## src/rtl/io_hub_bus.sv

```systemverilog
// io_hub_bus: decodes the CPU data port into RAM or IO space. IO accesses go to one
// of NSLOT peripheral slots over a registered request/ack bus (with a per-access
// timeout), to a small hub register file, or are flagged as unmapped. Masked slot
// interrupts are folded into a single registered CPU IRQ.
module io_hub_bus #(
    parameter int unsigned NSLOT   = 4,
    parameter int unsigned TIMEOUT = 255,
    parameter logic [3:0]  IO_NIB  = 4'hF
) (
    input  logic                  clk,
    input  logic                  resetn,
    input  logic [31:0]           addr,
    input  logic [31:0]           datain,
    input  logic                  we,
    input  logic                  re,
    input  logic [31:0]           memout,
    output logic [31:0]           dataout,
    output logic                  wmem,
    output logic                  stall,
    output logic                  irq,
    output logic [NSLOT-1:0]      slot_sel,
    output logic                  slot_we,
    output logic [7:0]            slot_addr,
    output logic [31:0]           slot_wdata,
    input  logic [32*NSLOT-1:0]   slot_rdata,
    input  logic [NSLOT-1:0]      slot_ack,
    input  logic [NSLOT-1:0]      slot_irq
);

    typedef enum logic [1:0] {StIdle, StAccess, StDone} state_t;

    state_t      state_q, state_d;
    logic [3:0]  s_q;
    logic        we_q;
    logic [15:0] cnt_q;
    logic [31:0] rdata_q;
    logic        err_q;
    logic [3:0]  err_slot_q;
    logic [NSLOT-1:0] mask_q;

    logic [3:0]  s;
    logic        io, is_slot, is_hub;
    logic        sel_ack, timeout_hit, hub_wr;
    logic [31:0] sel_rdata, hub_rdata;

    // Address bits between the slot index and the register offset are not decoded.
    logic unused_addr;
    assign unused_addr = ^addr[23:8];

    assign s           = addr[27:24];
    assign io          = (addr[31:28] == IO_NIB) & (we | re);
    assign is_slot     = (32'(s) < NSLOT);
    assign is_hub      = (s == 4'hF);
    assign timeout_hit = (cnt_q == 16'(TIMEOUT - 1));
    assign hub_wr      = (state_q == StIdle) & io & is_hub & we;

    // Pick the ack and read data of the latched slot; other slots are ignored.
    always_comb begin
        sel_ack   = 1'b0;
        sel_rdata = '0;
        for (int unsigned k = 0; k < NSLOT; k++) begin
            if (s_q == 4'(k)) begin
                sel_ack   = slot_ack[k];
                sel_rdata = slot_rdata[32*k +: 32];
            end
        end
    end

    // Combinational hub register read.
    always_comb begin
        logic [31:0] mask_ext, pend_ext;
        mask_ext = '0;
        pend_ext = '0;
        mask_ext[NSLOT-1:0] = mask_q;
        pend_ext[NSLOT-1:0] = slot_irq & mask_q;
        case (addr[7:0])
            8'h00:   hub_rdata = {24'b0, err_slot_q, 3'b0, err_q};
            8'h04:   hub_rdata = pend_ext;
            8'h08:   hub_rdata = mask_ext;
            default: hub_rdata = '0;
        endcase
    end

    // State register.
    always_ff @(posedge clk or negedge resetn) begin
        if (!resetn) state_q <= StIdle;
        else         state_q <= state_d;
    end

    // Next-state logic.
    always_comb begin
        state_d = state_q;
        case (state_q)
            StIdle: begin
                if (io && !is_hub) state_d = is_slot ? StAccess : StDone;
            end
            StAccess: begin
                if (sel_ack || timeout_hit) state_d = StDone;
            end
            StDone:  state_d = StIdle;
            default: state_d = StIdle;
        endcase
    end

    // Outputs: slot bus control, CPU stall and load data mux.
    always_comb begin
        slot_sel = '0;
        slot_we  = 1'b0;
        stall    = 1'b0;
        wmem     = we & ~io;
        dataout  = memout;
        case (state_q)
            StIdle: begin
                stall = io & ~is_hub;
                if (io) dataout = is_hub ? hub_rdata : 32'h0;
            end
            StAccess: begin
                stall   = 1'b1;
                slot_we = we_q;
                for (int unsigned k = 0; k < NSLOT; k++) begin
                    if (s_q == 4'(k)) slot_sel[k] = 1'b1;
                end
                if (io) dataout = 32'h0;
            end
            StDone:  dataout = rdata_q;
            default: ;
        endcase
        // Keep the CPU free while the hub is held in reset.
        stall = stall & resetn;
    end

    // Datapath: request latch, access counter, response data and hub registers.
    always_ff @(posedge clk or negedge resetn) begin
        if (!resetn) begin
            s_q        <= '0;
            we_q       <= 1'b0;
            slot_addr  <= '0;
            slot_wdata <= '0;
            cnt_q      <= '0;
            rdata_q    <= '0;
            err_q      <= 1'b0;
            err_slot_q <= '0;
            mask_q     <= '0;
        end else begin
            case (state_q)
                StIdle: begin
                    if (io && is_slot) begin
                        s_q        <= s;
                        we_q       <= we;
                        slot_addr  <= addr[7:0];
                        slot_wdata <= datain;
                        cnt_q      <= '0;
                    end else if (io && !is_hub) begin
                        err_q      <= 1'b1;
                        err_slot_q <= s;
                        rdata_q    <= '0;
                    end
                end
                StAccess: begin
                    cnt_q <= cnt_q + 16'd1;
                    if (sel_ack) begin
                        rdata_q <= we_q ? 32'h0 : sel_rdata;
                    end else if (timeout_hit) begin
                        err_q      <= 1'b1;
                        err_slot_q <= s_q;
                        rdata_q    <= 32'hDEADBEEF;
                    end
                end
                default: ;
            endcase
            if (hub_wr) begin
                if (addr[7:0] == 8'h00 && datain[0]) err_q <= 1'b0;
                if (addr[7:0] == 8'h08) mask_q <= datain[NSLOT-1:0];
            end
        end
    end

    // Registered interrupt aggregation.
    always_ff @(posedge clk or negedge resetn) begin
        if (!resetn) irq <= 1'b0;
        else         irq <= |(slot_irq & mask_q);
    end

endmodule

```

## config.mk

```make
export PLATFORM = sky130hd
export DESIGN_NAME = io_hub_bus
export DESIGN_NICKNAME = d
export VERILOG_FILES = /design/src/rtl/io_hub_bus.sv
export SDC_FILE = /design/constraint.sdc
export NUM_CORES = 1
export LEC_CHECK = 0
export CORE_MARGIN = 2
export CORE_UTILIZATION = 36
export DETAILED_ROUTE_END_ITERATION = 10
export HOLD_SLACK_MARGIN = 0.06
export PLACE_DENSITY = 0.88
export SLEW_MARGIN = 20
export SYNTH_ARGS = -nofsm -noshare
export SYNTH_HDL_FRONTEND = slang
export SYNTH_SLANG_ARGS = --single-unit
```

## constraint.sdc

```tcl
create_clock -name clk -period 2.03 [get_ports clk]
set_input_delay 0.406 -clock clk [delete_from_list [all_inputs] [get_ports clk]]
set_output_delay 0.406 -clock clk [all_outputs]
set_load 0.01 [all_outputs]
```

==> results of run 1 <==
through the flow:
stage | setup WS (ps) | setup TNS, ps | power, mW | util, % | hold WS, ps
finish | -458.0 | -16230 | 7.233 | 63.53 | 143.7
global route | -480.9 | -18750 | 7.565 | 63.53 | 183.9
CTS | -436.4 | -12280 | 7.170 | 62.72 | 173.8
detailed placement | -913.9 | -46360 | 5.366 | 58.61 | 479.8
global placement | -915.9 | -41840 | 5.276 | 58.61 | 468.2
floorplan | 2.814 | 0 | 3.967 | - | 110.4
worst max-delay path by stage:
stage | endpoint | slack (ps) | depth (start not counted)
floorplan | dataout[4] | 3 | 5
global placement | dataout[6] | -920 | 6
detailed placement | dataout[6] | -910 | 6
CTS | dataout[6] | -440 | 6
global route | dataout[4] | -480 | 6
finish | dataout[4] | -460 | 6
timing repair:
item                                    in CTS  in global routing
buffers inserted                            31                 10
resized for setup                          223                 36
endpoints found under the setup margin      64                 78
gates cloned                                 6                  1
pin swaps                                   20                 37
routing by layer:
metal  part of all wire (%)  track usage [%]  up-vias
li1                       -                -     2881
met1                     39            29.81     3191
met2                     52            45.45      336
met3                    5.6            3.729       61
met4                    3.5            9.988        0
met5                      0                0        -
cell families (layout without fill, tap and decap cells):
| logic type | Yosys count | after routing |
|---|---|---|
| AO/OA/AOI/OAI | 173 | 173 |
| AND/OR/NAND/NOR | 130 | 131 |
| flip-flops | 105 | 105 |
| multiplexers | 98 | 98 |
| buffers and inverters | 54 | 423 |
| adder cells (fa/ha/maj) | 2 | 2 |
state kept, by name, summed over array words and instances (netlist names):
register / flops
mask_q: 4
we_q: 1
rdata_q: 32
state_q: 2
slot_addr: 8
err_q: 1
slot_wdata: 32
irq: 1
cnt_q: 16
err_slot_q: 4
s_q: 4
cell type report:
class	instances	area (um2)	share of cell area (%)
Clock buffer	11	252.7	2.407
Tap cell	220	275.3	2.622
Sequential cell	105	2634	25.09
Timing Repair Buffer	400	3859	36.75
Multi-Input combinational cell	404	3405	32.43
Inverter	7	38.79	0.3694
Clock inverter	5	35.03	0.3337
cells in the mapped netlist, types with 7 or more instances:
cell type  instances
dfrtp_1          105
mux2_2            59
nand2_1           37
a21oi_1           36
mux2i_1           36
nor2b_1           33
a22o_1            32
a211oi_1          29
a221o_1           24
buf_2             23
clkbuf_1          17
o21ai_0           15
nand3_1           11
a22oi_1           10
nor2_1             9
a31oi_1            8
inv_1              7
power groups by stage:
| stage | clock network, mW | logic, mW | registers (mW) |
|---|---|---|---|
| CTS | 1.76 | 2.63 | 2.78 |
| detailed placement | 0 | 2.55 | 2.82 |
| finish | 1.74 | 2.70 | 2.79 |
| floorplan | 0 | 1.15 | 2.81 |
| global placement | 0 | 2.48 | 2.79 |
| global route | 1.85 | 2.87 | 2.84 |
worst reg2reg max path: cells and delay by family, from the launching register on:
kind / cells / cell delay (ps)
AOI/OAI and AO/OA: 4 / 940
buffers and inverters: 4 / 720
DFF: 1 / 460
==> flow_metrics.env, run 1 <==
export IMPL_die_y_um=133.7
export IMPL_cp_end_kind="primary output"
export IMPL_cts_tree="built"
export IMPL_post_dp_hpwl_um=15800
export IMPL_diodes=0
export IMPL_initial_core_util_pct=36.64
export IMPL_htreeDepth=3
export IMPL_yosys_area_share_adder_pct=0.4133
export IMPL_synth_area_um2=6055
export IMPL_drc=0
export IMPL_finalNetCount=1165
export IMPL_gp_congestion=0.8863
export IMPL_fin_crit_sh_pct=122.6
export IMPL_p_switching_mw=2.292
export IMPL_cp_cell_sequence="nor2_4 > nand3_4 > or4_4 > buf_6 > o21ai_2 > buf_2"
export IMPL_post_drt_via_cell_ratio=5.615
export IMPL_numCtsBuffers=9
export IMPL_seqPwrFrac_pct=38.6
export IMPL_violations="negative setup slack"
export IMPL_layout_cells_non_filler=1152
export IMPL_antenna_found_initial=0
export IMPL_grt_max_degree=106
export IMPL_routed_wl_um=23790
export IMPL_rrSetupSlack_ps=-200
export IMPL_synth_top_area_share_pct=43.40
export IMPL_syn_avg_cell_area_um2=10.77
export IMPL_hold_violations=0
export IMPL_grt_pass1_vias=6424
export IMPL_synth_compound_area_share_pct=21.47
export IMPL_skew_ps=11.63
export IMPL_worst_slew_pin_slew_ps=563.2
export IMPL_synthSimpleGateAreaFrac_pct=12.34
export IMPL_reg2reg_to="rdata_q[11]"
export IMPL_cts_sinks=105
export IMPL_hp_class="in2async"
export IMPL_most_common_layout_cells="clkdlybuf4s50_1 (243), dfrtp_1 (102), buf_4 (67), mux2_2 (51)"
export IMPL_slew_headroom_pct=62.46
export IMPL_crit_path_start_kind="flip-flop"
export IMPL_numPortBuffers=299
export IMPL_power_leakage_nw=4.661
export IMPL_rows=47
export IMPL_grt_ovfl_total=0
export IMPL_synth_mux_area_share_pct=18.04
export IMPL_synth_top_family_by_area="compound AO/OA/AOI/OAI gates"
export IMPL_antenna_left=0
export IMPL_drv_cap=0
export IMPL_die_area_um2=17870
export IMPL_cts_reportedPaths_clkPinSlew_ps=80
export IMPL_p_sw_share_pct=31.69
export IMPL_area_growth_syn_to_layout_pct=73.40
export IMPL_slowest_delay_ps=560
export IMPL_crit_family="simple AND/OR/NAND/NOR gates"
export IMPL_fin_crit_ps=2488
export IMPL_die_x_um=133.7
export IMPL_synth_main_ff_cell="dfrtp_1"
export IMPL_track_usage_pct=25.09
export IMPL_yosys_area_top_type="dfrtp_1"
export IMPL_slew_violations=0
export IMPL_vias=6469
export IMPL_clk_path_buf_depth=2
export IMPL_vdd_drop_max_mv=0.4896
export IMPL_synth_warning_count=0
export IMPL_design_area_um2=10500
export IMPL_dp_cells=1093
export IMPL_cp_arrival_ps=2080
export IMPL_p_per_area_nw_per_um2=688.9
export IMPL_firstDrtPassIters=6
export IMPL_finalSetupViolations=77
export IMPL_drive_gt1_share_pct=27.90
export IMPL_intPower_mw=4.941
export IMPL_fmax_mhz=401.9
export IMPL_path_buf_inv=2
export IMPL_r2r_start="state_q[1]"
export IMPL_ys_seq_area_share_pct=43.40
export IMPL_netlist_instances=562
export IMPL_synth_xor_area_share_pct=0
export IMPL_ys_top_cells_by_area="dfrtp_1 (43%), mux2_2 (11%), mux2i_1 (6.0%)"
export IMPL_drtIter0Drc=428
export IMPL_num_io_pins=316
export IMPL_synthDistinctLibCells=54
export IMPL_worst_slack_ps=-458.0
export IMPL_cts_root_buf="clkbuf_16"
export IMPL_cp_startpoint="state_q[1]"
export IMPL_r2r_cells=8
export IMPL_cp_slowest_cell="or4_4"
export IMPL_ys_ff_latch=105
export IMPL_fillCellCount=1231
export IMPL_path_class="reg2out"
export IMPL_core_um2=16520
export IMPL_status="finished with violations"
export IMPL_async_reset_ff_share_pct=100.0
export IMPL_syn_nets=800
export IMPL_grt_setup_unrepaired="yes"
export IMPL_wl_per_cell_um=20.65
export IMPL_dpl_cell_area_um2=9684
export IMPL_layout_commonest_cell="clkdlybuf4s50_1"
export IMPL_synth_edf_count=0
export IMPL_clock_power_share_pct=24.1
export IMPL_grt_pass1_wl_um=34820
export IMPL_cp_max_fo=3
export IMPL_postCtsHoldBufs=0
export IMPL_worstPathRequired_ps=1620
export IMPL_comb_power_share_pct=37.3
export IMPL_insertion_delay_ps=350
Note: power is estimated with default switching activity, not from simulation.
==> run 2, diff against run 1 <==
--- a/config.mk
+++ b/config.mk
@@ -10,6 +10,7 @@
 export DETAILED_ROUTE_END_ITERATION = 10
 export HOLD_SLACK_MARGIN = 0.06
 export PLACE_DENSITY = 0.88
+export RECOVER_POWER = 100
 export SLEW_MARGIN = 20
 export SYNTH_ARGS = -nofsm -noshare
 export SYNTH_HDL_FRONTEND = slang
==> run 2 against run 1 <==
  * The flow still finishes with violations (negative setup slack)
  * First-iteration DRC count increased by 6.5%
  * Maximum frequency fell by 0.14%
  * Sequential power is essentially flat
  * Register-to-register slack about the same
  * Critical path depth unchanged
  * Sequential share of layout area grew 0.11 points
  * Die area did not move
  * Largest power group unchanged
==> flow_metrics.env, run 2 (synthesized netlist as in run 1, its figures left out) <==
export IMPL_rows=47
export IMPL_die_area_um2=17870
export IMPL_insertion_delay_ps=350
export IMPL_grt_pass1_vias=6424
export IMPL_track_usage_pct=25.09
export IMPL_grt_ovfl_total=0
export IMPL_post_dp_hpwl_um=15800
export IMPL_violations="negative setup slack"
export IMPL_fillCellCount=1243
export IMPL_core_um2=16520
export IMPL_worstHoldPathCells=2
export IMPL_grt_setup_unrepaired="yes"
export IMPL_dp_slack_ps=-913.9
export IMPL_drv_cap=0
export IMPL_cts_reportedPaths_clkPinSlew_ps=80
export IMPL_finalSetupViolations=79
export IMPL_vdd_drop_max_mv=0.4893
export IMPL_numPortBuffers=299
export IMPL_diodes=0
export IMPL_antenna_found_initial=0
export IMPL_grt_max_degree=106
export IMPL_cts_tree="built"
export IMPL_slew_headroom_pct=2.730
export IMPL_layout_commonest_cell="clkdlybuf4s50_1"
export IMPL_skew_ps=12.00
export IMPL_path_class="reg2out"
export IMPL_die_y_um=133.7
export IMPL_layout_cells_non_filler=1152
export IMPL_worst_slack_ps=-461.5
export IMPL_dp_cells=1093
export IMPL_most_common_layout_cells="clkdlybuf4s50_1 (201), dfrtp_1 (102), buf_4 (62), mux2_2 (51), dlygate4sd3_1 (42)"
export IMPL_status="finished with violations"
export IMPL_cts_sinks=105
export IMPL_fin_crit_sh_pct=122.7
export IMPL_antenna_left=0
export IMPL_worst_slew_pin_slew_ps=1459
export IMPL_cp_end_kind="primary output"
export IMPL_cp_arrival_ps=2090
export IMPL_finalNetCount=1165
export IMPL_drc=0
export IMPL_grt_pass1_wl_um=34820
export IMPL_clk_path_buf_depth=2
export IMPL_wl_per_cell_um=20.59
export IMPL_post_drt_via_cell_ratio=5.624
export IMPL_gp_congestion=0.8863
export IMPL_fin_crit_ps=2491
export IMPL_vias=6479
export IMPL_hold_violations=0
export IMPL_initial_core_util_pct=36.64
export IMPL_firstDrtPassIters=5
export IMPL_fmax_mhz=401.4
export IMPL_cp_max_fo=3
export IMPL_crit_path_start_kind="flip-flop"
export IMPL_area_growth_syn_to_layout_pct=72.62
export IMPL_p_per_area_nw_per_um2=685.4
export IMPL_hp_class="in2reg"
export IMPL_routed_wl_um=23720
export IMPL_cts_root_buf="clkbuf_16"
export IMPL_r2r_cells=8
export IMPL_drive_gt1_share_pct=27.47
export IMPL_die_x_um=133.7
export IMPL_slew_violations=0
export IMPL_worstPathRequired_ps=1620
export IMPL_num_io_pins=316
export IMPL_numCtsBuffers=9
export IMPL_drtIter0Drc=456
export IMPL_htreeDepth=3
export IMPL_largestRegisters="rdata_q: 32 flops, slot_wdata: 32 flops, cnt_q: 16 flops"
export IMPL_power_leakage_nw=4.730
-- run 2: changes by cell type in the layout (fill, tap and decap cells not counted), sizes merged --
cell	previous run	this run
buf	138	130
clkbuf	12	20
clkdlybuf4s50	243	201
dlygate4sd3	0	42
-- run 2: where the power goes --
| group | switching, mW | leakage (nW) | total [mW] | internal, mW |
|---|---|---|---|---|
| clock network | 0.839 | 0.142 | 1.75 | 0.907 |
| registers | 0.293 | 1.37 | 2.79 | 2.49 |
| logic | 1.15 | 3.21 | 2.63 | 1.48 |
| total | 2.28 | 4.73 | 7.16 | 4.88 |
-- run 2: through the flow --
step                utilization, %  instance area [um2]  total power, mW  hold slack [ps]  setup TNS, ps
floorplan                        -                 6073            3.967            110.4              0
global placement             58.61                 9684            5.276            468.2         -41840
detailed placement           58.61                 9684            5.366            479.8         -46360
CTS                          62.72                10360            7.170            173.8         -12280
global route                 63.25                10450            7.500            460.4         -21540
finish                       63.25                10450            7.163            466.1         -16020
-- run 2: worst max-delay path, stage by stage, from the launching register on --
cell	delay [ps]
dfrtp_2	460
nor2_4	190
nand3_4	90
or4_4	560
buf_6	150
o21ai_2	110
buf_2	170
-- run 2: cell type report --
type | count | area, um2 | area share (%)
repair buffers | 400 | 3814 | 36.49
multi-input cells | 404 | 3402 | 32.55
flip-flops and latches | 105 | 2634 | 25.20
clock buffers | 11 | 252.7 | 2.418
well taps | 220 | 275.3 | 2.634
clock inverters | 5 | 35.03 | 0.3352
inverters | 7 | 38.79 | 0.3711
-- run 2: final timing paths --
check	slack [ps]	from	endpoint
hold reg to reg	490	cnt_q[15]	cnt_q[15]
setup reg to reg	-190	state_q[1]	rdata_q[11]
max in group asynchronous	350	resetn	s_q[0]
min in group asynchronous	590	resetn	slot_wdata[30]
setup / recovery	-460	state_q[1]	dataout[4]
hold / removal	470	addr[4]	slot_addr[4]
-- run 2: per-layer routing --
metal	GRT usage (%)	up-vias	share of wire (%)
met5	0	-	0
met4	9.988	0	3.8
met3	3.729	72	5.7
met2	45.45	341	52
met1	29.81	3175	39
li1	-	2891	-
-- run 2: what timing repair did --
action	in CTS	in global routing
buffers inserted	31	10
gates cloned	6	1
hold endpoints to repair	0	0
setup endpoints to repair	64	78
resized for setup	223	36
hold buffers	0	0
pin swaps	20	37
